==> src/rtl/flags_pkg.sv <==
// Shared CCR definitions: flag bit positions, register width and the
// context-stack FSM state encoding.
package flags_pkg;

  localparam int unsigned CCR_WIDTH = 4;

  localparam int unsigned FLAG_Z = 0;
  localparam int unsigned FLAG_N = 1;
  localparam int unsigned FLAG_C = 2;
  localparam int unsigned FLAG_V = 3;

  typedef enum logic [1:0] {
    StIdle    = 2'd0,
    StPopRd   = 2'd1,
    StRestore = 2'd2
  } ctx_state_e;

endpackage

==> src/rtl/flags_lifo_ram.sv <==
// Storage array for saved CCR values: synchronous write, registered read,
// contents deliberately left unreset.
module flags_lifo_ram #(
  parameter int unsigned DEPTH = 4,
  parameter int unsigned WIDTH = 4
) (
  input  logic                     clk,
  input  logic                     we,
  input  logic [$clog2(DEPTH)-1:0] waddr,
  input  logic [WIDTH-1:0]         wdata,
  input  logic                     re,
  input  logic [$clog2(DEPTH)-1:0] raddr,
  output logic [WIDTH-1:0]         rdata
);

  logic [WIDTH-1:0] mem [DEPTH];

  always_ff @(posedge clk) begin
    if (we) begin
      mem[waddr] <= wdata;
    end
    if (re) begin
      rdata <= mem[raddr];
    end
  end

endmodule

==> src/rtl/flags_ctx_stack.sv <==
// Shadow stack for the CCR across interrupt entry (push) and RTI (pop).
// Sticky overflow/underflow flags are built only when FLAGS_CTX_ERR_EN is defined.
module flags_ctx_stack
  import flags_pkg::*;
#(
  parameter int unsigned DEPTH = 4,
  parameter int unsigned WIDTH = CCR_WIDTH
) (
  input  logic                   clk,
  input  logic                   rst,
  input  logic                   push,
  input  logic                   pop,
  input  logic [WIDTH-1:0]       flags_in,
  output logic                   restore_flags,
  output logic [WIDTH-1:0]       restore_flags_value,
  output logic                   busy,
  output logic [$clog2(DEPTH):0] level,
  output logic                   full,
  output logic                   empty,
  output logic                   overflow,
  output logic                   underflow,
  input  logic                   clr_err
);

  localparam int unsigned AW = $clog2(DEPTH);
  localparam int unsigned SW = AW + 1;

  ctx_state_e       state_q, state_d;
  logic [SW-1:0]    sp_q, sp_d;
  logic [WIDTH-1:0] value_q, value_d;
  logic             we, re;
  logic [AW-1:0]    waddr, raddr;
  logic [WIDTH-1:0] rdata;
  logic             ovf_set, unf_set;

  assign full  = (sp_q == SW'(DEPTH));
  assign empty = (sp_q == '0);
  assign level = sp_q;

  assign waddr = sp_q[AW-1:0];
  assign raddr = AW'(sp_q - SW'(1));

  always_comb begin
    state_d = state_q;
    sp_d    = sp_q;
    value_d = value_q;
    we      = 1'b0;
    re      = 1'b0;
    ovf_set = 1'b0;
    unf_set = 1'b0;
    unique case (state_q)
      StIdle: begin
        // Push has priority; a simultaneous pop is dropped silently.
        if (push) begin
          if (!full) begin
            we   = 1'b1;
            sp_d = sp_q + SW'(1);
          end else begin
            ovf_set = 1'b1;
          end
        end else if (pop) begin
          if (!empty) begin
            re      = 1'b1;
            sp_d    = sp_q - SW'(1);
            state_d = StPopRd;
          end else begin
            unf_set = 1'b1;
          end
        end
      end
      StPopRd: begin
        value_d = rdata;
        state_d = StRestore;
      end
      StRestore: begin
        state_d = StIdle;
      end
      default: begin
        state_d = StIdle;
      end
    endcase
  end

  always_ff @(posedge clk or posedge rst) begin
    if (rst) begin
      state_q <= StIdle;
      sp_q    <= '0;
      value_q <= '0;
    end else begin
      state_q <= state_d;
      sp_q    <= sp_d;
      value_q <= value_d;
    end
  end

  assign busy                = (state_q != StIdle);
  assign restore_flags       = (state_q == StRestore);
  assign restore_flags_value = value_q;

`ifdef FLAGS_CTX_ERR_EN
  logic ovf_q, unf_q;

  // A new error event beats a same-cycle clear.
  always_ff @(posedge clk or posedge rst) begin
    if (rst) begin
      ovf_q <= 1'b0;
      unf_q <= 1'b0;
    end else begin
      if (ovf_set) begin
        ovf_q <= 1'b1;
      end else if (clr_err) begin
        ovf_q <= 1'b0;
      end
      if (unf_set) begin
        unf_q <= 1'b1;
      end else if (clr_err) begin
        unf_q <= 1'b0;
      end
    end
  end

  assign overflow  = ovf_q;
  assign underflow = unf_q;
`else
  logic unused_err;
  assign unused_err = clr_err ^ ovf_set ^ unf_set;
  assign overflow   = 1'b0;
  assign underflow  = 1'b0;
`endif

  flags_lifo_ram #(
    .DEPTH (DEPTH),
    .WIDTH (WIDTH)
  ) u_ram (
    .clk   (clk),
    .we    (we),
    .waddr (waddr),
    .wdata (flags_in),
    .re    (re),
    .raddr (raddr),
    .rdata (rdata)
  );

endmodule
==> config.mk <==
export PLATFORM = sky130hd
export DESIGN_NAME = flags_ctx_stack
export DESIGN_NICKNAME = d
export VERILOG_FILES = /design/src/rtl/flags_pkg.sv /design/src/rtl/flags_lifo_ram.sv /design/src/rtl/flags_ctx_stack.sv
export SDC_FILE = /design/constraint.sdc
export NUM_CORES = 1
export LEC_CHECK = 0
export CAP_MARGIN = 15
export CORE_MARGIN = 4
export CORE_UTILIZATION = 45
export DETAILED_ROUTE_END_ITERATION = 10
export PLACE_DENSITY_LB_ADDON = 0.3
export SLEW_MARGIN = 20
export SYNTH_ARGS = -nofsm -noshare
export SYNTH_HDL_FRONTEND = slang
export SYNTH_HIERARCHICAL = 1
export SYNTH_SLANG_ARGS = --single-unit
==> constraint.sdc <==
create_clock -name clk -period 1.96 [get_ports clk]
set_input_delay 0.196 -clock clk [delete_from_list [all_inputs] [get_ports clk]]
set_output_delay 0.196 -clock clk [all_outputs]
set_load 0.1 [all_outputs]
# --- Word-level counts from Yosys, hierarchy flattened ---
# Memory sizes are Yosys's and may differ from the RTL's. A register that Yosys moved wholly into a read port is not among the register bits.
# Cells that the tools add are included.
# W data, S select, Z words.
totals:
  ff_bits: 9
  latch_bits: 0
  mem_bits_rw: 16
  romBits: 0
  in_bits: 9
  output_inout_bits: 13
  word_cells: 37
  memories: 1
op_classes:
  add_sub_neg: 2
  mul: 0
  div: 0
  n_lt_le_gt_ge: 0
  n_eq_ne: 8
  shifts: 0
  muxes: 17
  bitwise_logic: 0
  n_reduce_logical: 6
mem_list:
  columns: ["name", "depth", "width", "read_ports", "rd_clocked_by_memory_dff", "write_ports", "line", "text"]
  rows:
  - ["u_ram.mem", 4, 4, 1, 1, 1, "flags_lifo_ram.sv:16", "logic [WIDTH-1:0] mem [DEPTH];"]
op_table:
  columns: ["op", "n"]
  rows:
  - ["$mux W3", 4]
  - ["$ne A2 B2 Y1 const B", 5]
  - ["$mux W1", 9]
  - ["$mux W2", 3]
  - ["$pmux W2 S2", 1]
  - ["$reduce_and A4 Y1", 1]
  - ["$reduce_bool A2 Y1", 2]
  - ["$add A3 B1 Y3 const B", 1]
  - ["$eq A3 B3 Y1 const B", 1]
  - ["$logic_not A3 Y1", 1]
  - ["$reduce_and A3 Y1", 1]
  - ["$sub A3 B1 Y3 const B", 1]
  - ["$eq A2 B1 Y1 const B", 1]
  - ["$eq A2 B2 Y1 const B", 1]
  - ["$logic_not A2 Y1", 1]

# --- Longest topological paths before layout ---
# Gate-level depths: netlist (run 1).
depth:
  ltp_word: 6
  ltp_mapped: 5
  depth_no_buf: 5

# --- Hierarchy ---
# The synthesis (run 1) kept the hierarchy.
modules_own_cells:
  columns: ["mod", "instances", "cells_each", "area_per_inst_um2", "seq_area_each_um2"]
  rows:
  - ["flags_lifo_ram", 1, 28, 737.0, 600.6]
  - ["flags_ctx_stack", 1, 43, 506.7, 225.2]

# --- Worst setup path after synthesis (run 1) ---
# OpenSTA, ideal clock, no wires.
synth_path:
  path_type: "register -> register"
  start: "reg sp_q[0] (netlist: level[0])"
  end: "mem u_ram.mem[0][0], enable pin"
  setup_time_ns: 0.369
  t_arrival_ns: 2.998
  required_ns: 1.591
  slack_ns: -1.407
  stages_incl_launch_ff: 6
  path_buffers: 0
  period_less_slack_ns: 3.367
  path_cell_list: "dfrtp_1 -> inv_1 -> ha_1 -> and2_1 -> nor3b_1 -> nor3b_1"
synth_via:
  elab_chain_len: 6
synth_rtl:
  columns: ["element", "line", "text"]
  rows:
  - ["start: declaration", "flags_ctx_stack.sv:29", "logic [SW-1:0] sp_q, sp_d;"]
  - ["start signal: assignment", "flags_ctx_stack.sv:91", "sp_q <= sp_d;"]
  - ["$eq A3 B3 Y1", "flags_ctx_stack.sv:36", "assign full = (sp_q == SW'(DEPTH));"]
  - ["via full", "flags_ctx_stack.sv:18", "output logic full,"]
  - ["$mux W1", "flags_ctx_stack.sv:55", "if (!full) begin"]
  - ["$mux W1", "flags_ctx_stack.sv:54", "if (push) begin"]
  - ["$mux W1", "flags_ctx_stack.sv:51", "unique case (state_q)"]
  - ["via we", "flags_ctx_stack.sv:31", "logic we, re;"]
  - ["$mux W1", "flags_lifo_ram.sv:19", "if (we) begin"]
  - ["$mux W1 (not written as such)", "flags_lifo_ram.sv:20", "mem[waddr] <= wdata;"]
  - ["end: declaration", "flags_lifo_ram.sv:16", null]
# The timed path passes the listed nets, and every way through them passes these cells.

# --- Worst setup path in the final report (run 1) ---
layout_path:
  start: "reg sp_q[0] (netlist: level[0])"
  end: "mem u_ram.mem[0][1], enable pin"
layout_via:
  elab_chain_len: 6
layout_rtl:
  columns: ["element", "line"]
  rows:
  - ["$eq A3 B3 Y1", "flags_ctx_stack.sv:36"]
  - ["$mux W1", "flags_ctx_stack.sv:55"]
  - ["$mux W1", "flags_ctx_stack.sv:54"]
  - ["$mux W1", "flags_ctx_stack.sv:51"]
  - ["via we", "flags_ctx_stack.sv:31"]
  - ["$mux W1", "flags_lifo_ram.sv:19"]
  - ["$mux W1 (not written as such)", "flags_lifo_ram.sv:20"]
# The timed path passes the listed nets, and every way through them passes these cells.

==> metrics.log, run 1 <==
[metrics] synth-to-layout area growth: 30.08%
[metrics] residual overflow from global routing: 0
[metrics] library cell with the highest instance count after synthesis: sky130_fd_sc_hd__edfxtp_1
[metrics] die outline height: 60.57 µm
[metrics] ports placed on the boundary: 22
[metrics] number of buffers inserted by port buffering: 18
[metrics] placement row count: 18
[metrics] most numerous cell types in the synthesized netlist: sky130_fd_sc_hd__edfxtp_1, sky130_fd_sc_hd__dfrtp_1, sky130_fd_sc_hd__inv_1
[metrics] total of flip-flops plus latches after synthesis: 29
[metrics] root buffer selected by CTS: sky130_fd_sc_hd__clkbuf_4
[metrics] warnings from Yosys: 6
[metrics] drc violations: 0
[metrics] Die Outline Area: 0.003669 mm²
[metrics] area fraction of the dominant cell type after synthesis: 48.29%
[metrics] final worst path period share: 96.53%
[metrics] total standard cell area after synthesis: 0.001244 mm²
[metrics] delay contributed by the slowest stage of the critical path: 0.48 ns
[metrics] cell types occupying the most area after synthesis: sky130_fd_sc_hd__edfxtp_1, sky130_fd_sc_hd__dfrtp_1, sky130_fd_sc_hd__mux4_1, sky130_fd_sc_hd__mux2_2, sky130_fd_sc_hd__ha_1
[metrics] count of endpoints failing setup in the final report: 0
[metrics] placeable core area: 0.002545 mm²
[metrics] async set-or-reset flop fraction in the synthesized netlist: 31.03%
[metrics] portion of the post-synthesis area used by sequential elements: 66.40%
[metrics] number of maximum-capacitance violations: 0
[metrics] cells resized by post-CTS repair: 0
[metrics] Crit Path Max Fanout: 7
[metrics] mean cell area of the mapped netlist: 17.52 µm²
[metrics] ordered list of cells on the worst path: clkinvlp_4 > ha_4 > and2_4 > nor3b_2 > nor3b_4
[metrics] post-detailed-route wirelength per cell: 14.99 µm
[metrics] Synth Flop Type: sky130_fd_sc_hd__edfxtp_1
[metrics] CTS buffer count: 5
[metrics] worst clock skew: 0.01309 ns
[metrics] clock slew at the register clock pins of the worst setup and hold paths: 0.09 ns
[metrics] DR vias: 639
[metrics] worst min-delay path category: in2async
[metrics] post-cts hold buffer count: 0
[metrics] clk sink count: 29
[metrics] upper clock frequency limit: 0.5286 GHz
[metrics] number of levels in the clock H-tree: 2
[metrics] total count of hold-check failures in the final report: 0
[metrics] crit path capture type: flip-flop
[metrics] final core utilization: 63.57%
[metrics] distinct cell type count after synthesis: 24
[metrics] leading area contributor after synthesis: sky130_fd_sc_hd__edfxtp_1
[metrics] Ant. Diodes: 0
[metrics] post-placement cell count: 120
[metrics] pin count of the biggest net entering global routing: 12
[metrics] number of global-route vias before repair: 662
[metrics] iteration count of the initial detailed-routing pass: 2
[metrics] wire length of the first global-routing pass: 3125 µm
[metrics] kind of start point of the critical path: flip-flop
[metrics] Max Slew Vio Count: 0
[metrics] setup repair after global routing missed its margin: false
[metrics] worst endpoint required time: 1.98 ns
[metrics] count of flip-flops with a built-in enable after synthesis: 20
[metrics] final wirelength: 1919 µm
[metrics] Crit-path slowest cell: sky130_fd_sc_hd__dfrtp_4
[metrics] Mapped Cells: 71
[metrics] setup bufs post-CTS: 0
[metrics] initial antenna violation count: 0
[metrics] global router's overall resource usage: 12.45%
[metrics] worst skew pair latency: 0.33 ns
[metrics] initial drt markers: 8
[metrics] Die Width: 60.57 µm
[metrics] maximum root-to-sink buffer count: 2
[metrics] count of antenna-violating nets left after detailed routing: 0
[metrics] result of the run: finished, final reports clean
[metrics] CTS tree: yes
[metrics] critical setup path kind: reg2reg
[metrics] fraction of final layout cells with drive strength greater than 1: 40.82%
[metrics] starting utilization of the core area: 48.87%
[metrics] ratio of routed vias to standard cells: 4.992
[metrics] Cell Area, Placed: 0.001534 mm²
[metrics] Final Critical Period: 1.892 ns
[metrics] post-route setup TNS: 0 ns
[metrics] GPL Wtd Cong: 0.6688
[metrics] final design area excluding fillers: 0.001618 mm²
[metrics] nets: 109
[metrics] HPWL Detailed: 1471 µm
[metrics] count of non-filler cells in the finished layout: 128
[metrics] critical path data arrival time: 1.91 ns
## sequential cells by signal (all words and copies together) (netlist names)
signal	count
u_ram/mem	16
restore_flags_value	4
u_ram/rdata	4
level	3
state_q	2
## cells by family after synthesis
family / share of synthesized area (%)
AOI/OAI and AO/OA: 2.213
xor gates and xnor gates: 2.817
adders and majority gates: 3.018
buffers and inverters: 4.024
DFF: 66.40
muxes: 13.68
other: 0.3015
and+or+nand+nor: 7.546
## path summary, 6_finish.rpt
| check | start | to | slack, ns | depth (start not counted) |
|---|---|---|---|---|
| max in group asynchronous | rst | level[0] | 1.51 | 2 |
| worst max register to register | level[0] | u_ram/mem[0][1] | 0.07 | 5 |
| worst max-delay path | level[0] | u_ram/mem[0][1] | 0.07 | 5 |
| worst min-delay path | rst | level[0] | 0.14 | 2 |
| min in group clk | u_ram/rdata[3] | restore_flags_value[3] | 0.49 | 1 |
| worst min register to register | u_ram/rdata[3] | restore_flags_value[3] | 0.49 | 1 |
## placed cells by master (no fill, tap or decap), drive strengths merged, types with 3 or more instances in the layout
master / count
clkdlybuf4s50: 7
dfrtp: 9
mux2: 4
mux4: 4
buf: 15
inv: 4
ha: 3
clkbuf: 5
edfxtp: 20
## layout make-up
class / count / area [µm²]
Timing Repair Buffer: 22 / 220.2
Clock inverter: 3 / 46.29
Tap cell: 30 / 37.54
Sequential cell: 29 / 830.8
Clock buffer: 5 / 37.54
Multi-Input combinational cell: 34 / 422.9
Inverter: 5 / 22.52
Fill cell: 192 / 927.1
## stage by stage
stage | worst slack, ns | hold WS (ns)
6_report | 0.06810 | 0.1431
5_1_grt | 0.02205 | 0.1634
4_1_cts | 0.07705 | 0.1355
3_5_place_dp | 0.08725 | 0.4668
3_3_place_gp | 0.1479 | 0.4619
2_1_floorplan | -0.2681 | 0.02387
## metal layers
layer	vias to the layer above	wire [µm]	track usage (%)
met5	-	0	0
met2	17	967	19.85
met1	306	809	14.41
li1	316	-	-
met4	0	0	3.715
met3	0	142	7.021
## critical path: cells and delay by family (launching register included)
family / cells / cell delay (ns)
DFF: 1 / 0.48
buffers and inverters: 1 / 0.12
and+or+nand+nor: 3 / 0.80
adders and majority gates: 1 / 0.18
Power of run 1 is not shown: default switching activity piles up to over one toggle a cycle in this logic, so the estimate is an artifact.
==> inputs of run 2 (changes only) <==
--- a/config.mk
+++ b/config.mk
@@ -5,11 +5,10 @@
 export SDC_FILE = /design/constraint.sdc
 export NUM_CORES = 1
 export LEC_CHECK = 0
-export CAP_MARGIN = 15
 export CORE_MARGIN = 4
 export CORE_UTILIZATION = 45
 export DETAILED_ROUTE_END_ITERATION = 10
-export PLACE_DENSITY_LB_ADDON = 0.3
+export PLACE_DENSITY = 0.8
 export SLEW_MARGIN = 20
 export SYNTH_ARGS = -nofsm -noshare
 export SYNTH_HDL_FRONTEND = slang
==> metrics.log, run 2 (synthesis gave the netlist of run 1 again) <==
[metrics] result of the run: finished, final reports clean
[metrics] post-cts hold buffer count: 0 (unchanged)
[metrics] residual overflow from global routing: 0 (unchanged)
[metrics] number of global-route vias before repair: 712 (+7.6%)
[metrics] total count of hold-check failures in the final report: 0 (unchanged)
[metrics] ordered list of cells on the worst path: clkinvlp_4 > ha_4 > and2_4 > nor3b_4 > nor3b_4
[metrics] Largest register FFs: 16 (unchanged)
[metrics] root buffer selected by CTS: sky130_fd_sc_hd__clkbuf_4
[metrics] nets: 109 (unchanged)
[metrics] number of filler instances in the final layout: 198 (+3.1%)
[metrics] kind of start point of the critical path: flip-flop
[metrics] register ranked first by flip-flop count: u_ram/mem
[metrics] number of levels in the clock H-tree: 2 (unchanged)
[metrics] number of buffer and inverter instances along the worst setup path: 1 (unchanged)
[metrics] maximum root-to-sink buffer count: 2 (unchanged)
[metrics] critical path data arrival time: 1.84 ns (-0.07 ns)
[metrics] HPWL Detailed: 1498 µm (+1.8%)
[metrics] CTS tree: yes
[metrics] worst clock skew: 0.009283 ns (-0.003812 ns)
[metrics] largest delay contributor family on the critical path: simple AND/OR/NAND/NOR gates
[metrics] wire length of the first global-routing pass: 3243 µm (+3.8%)
[metrics] worst min-delay path category: in2async
[metrics] Crit-path slowest cell: sky130_fd_sc_hd__dfrtp_4
[metrics] count of endpoints failing setup in the final report: 0 (unchanged)
[metrics] cell occurring most often along the worst timing path: sky130_fd_sc_hd__nor3b_4
[metrics] Ant. Diodes: 0 (unchanged)
[metrics] clock slew at the register clock pins of the worst setup and hold paths: 0.09 ns (about the same)
[metrics] final worst path period share: 93.65% (-2.9 points)
[metrics] GPL Wtd Cong: 0.7092 (+6.0%)
[metrics] iteration count of the initial detailed-routing pass: 2 (unchanged)
[metrics] drc violations: 0 (unchanged)
[metrics] critical setup path kind: reg2reg
[metrics] ports placed on the boundary: 22 (unchanged)
[metrics] Die Outline Area: 0.003669 mm² (unchanged)
[metrics] worst endpoint required time: 1.96 ns (-0.02 ns)
[metrics] setup repair after global routing missed its margin: false
[metrics] ratio of routed vias to standard cells: 5.055 (+1.3%)
[metrics] pin count of the biggest net entering global routing: 11 (-1)
[metrics] number of buffers inserted by port buffering: 18 (unchanged)
[metrics] count of antenna-violating nets left after detailed routing: 0 (unchanged)
[metrics] Cell Area, Placed: 0.001534 mm² (unchanged)
[metrics] synth-to-layout area growth: 30.18% (about the same)
[metrics] number of maximum-capacitance violations: 0 (unchanged)
[metrics] global router's overall resource usage: 12.62% (+0.17 points)
[metrics] initial antenna violation count: 0 (unchanged)
[metrics] final wirelength: 1881 µm (-2.0%)
[metrics] DR vias: 647 (+1.3%)
[metrics] upper clock frequency limit: 0.5448 GHz (+3.1%)
[metrics] Crit Path Max Fanout: 7 (unchanged)
[metrics] worst skew pair latency: 0.31 ns (-0.02 ns)
[metrics] die outline height: 60.57 µm (unchanged)
[metrics] Die Width: 60.57 µm (unchanged)
[metrics] fraction of final layout cells with drive strength greater than 1: 39.80% (-1.0 points)
[metrics] Final Critical Period: 1.836 ns (-0.05631 ns)
[metrics] final design area excluding fillers: 0.001619 mm² (about the same)
[metrics] Max Slew Vio Count: 0 (unchanged)
[metrics] clk sink count: 29 (unchanged)
[metrics] highest-count cells in the layout ignoring fill and taps: sky130_fd_sc_hd__edfxtp_1, sky130_fd_sc_hd__buf_4, sky130_fd_sc_hd__clkdlybuf4s50_1, sky130_fd_sc_hd__dfrtp_1, sky130_fd_sc_hd__clkbuf_4
[metrics] crit path capture type: flip-flop
[metrics] CTS buffer count: 5 (unchanged)
[metrics] commonest non-fill, non-tap cell in the layout: sky130_fd_sc_hd__edfxtp_1
[metrics] post-detailed-route wirelength per cell: 14.70 µm (-2.0%)
[metrics] placeable core area: 0.002545 mm² (unchanged)
[metrics] delay contributed by the slowest stage of the critical path: 0.49 ns (about the same)
[metrics] starting utilization of the core area: 48.87% (unchanged)
[metrics] initial drt markers: 23 (+15)
[metrics] placement row count: 18 (unchanged)
[metrics] setup bufs post-CTS: 0 (unchanged)
-- run 2: cell counts in the layout (fill, tap and decap cells not counted) --
No cell type changed its count.
-- run 2: per-layer routing --
layer / up-vias / GRT usage, % / routed length, µm
met2: 18 / 21.07 / 968
met3: 4 / 5.957 / 120
met5: - / 0 / 0
met4: 0 / 5.573 / 25
li1: 313 / - / -
met1: 312 / 13.69 / 767
-- run 2: worst reg2reg max path, cell delays in order, from the launching register on --
cell                         delay [ns]
sky130_fd_sc_hd__dfrtp_4           0.49
sky130_fd_sc_hd__clkinvlp_4        0.13
sky130_fd_sc_hd__ha_4              0.18
sky130_fd_sc_hd__and2_4            0.17
sky130_fd_sc_hd__nor3b_4           0.23
sky130_fd_sc_hd__nor3b_4           0.32
-- run 2: final cells by class --
| class | instances | area (µm²) | share of cell area, % |
|---|---|---|---|
| clock inverter | 3 | 41.29 | 2.550 |
| timing repair buffer | 22 | 220.2 | 13.60 |
| sequential | 29 | 830.8 | 51.31 |
| multi-input combinational | 34 | 429.2 | 26.51 |
| inverter | 5 | 22.52 | 1.391 |
| clock buffer | 5 | 37.54 | 2.318 |
| tap | 30 | 37.54 | 2.318 |
-- run 2: final timing paths --
| kind | to | slack [ns] | from | cells after the start |
|---|---|---|---|---|
| min | level[0] | 0.14 | rst | 2 |
| min in group clk | restore_flags_value[3] | 0.48 | u_ram/rdata[3] | 1 |
| min reg2reg | restore_flags_value[3] | 0.48 | u_ram/rdata[3] | 1 |
| max | u_ram/mem[0][2] | 0.12 | level[0] | 5 |
| max in group asynchronous | level[0] | 1.52 | rst | 2 |
| max reg2reg | u_ram/mem[0][2] | 0.12 | level[0] | 5 |
-- run 2: per-stage QoR --
step | setup TNS (ns) | worst slack (ns) | utilization (%) | instances | hold WS [ns]
CTS | 0 | 0.08559 | 63.37 | 128 | 0.1420
global placement | 0 | 0.1472 | 60.28 | 120 | 0.4614
global route | 0 | 0.02862 | 63.62 | 128 | 0.1733
detailed placement | 0 | 0.1011 | 60.28 | 120 | 0.4701
floorplan | -4.419 | -0.2681 | - | 72 | 0.02387
finish | 0 | 0.1244 | 63.62 | 128 | 0.1439
-- run 2: what timing repair did --
item	in CTS	in global routing
hold endpoints to repair	0	0
endpoints found under the setup margin	0	8
resized for setup	0	1
Power of run 2 is left out for the same reason.
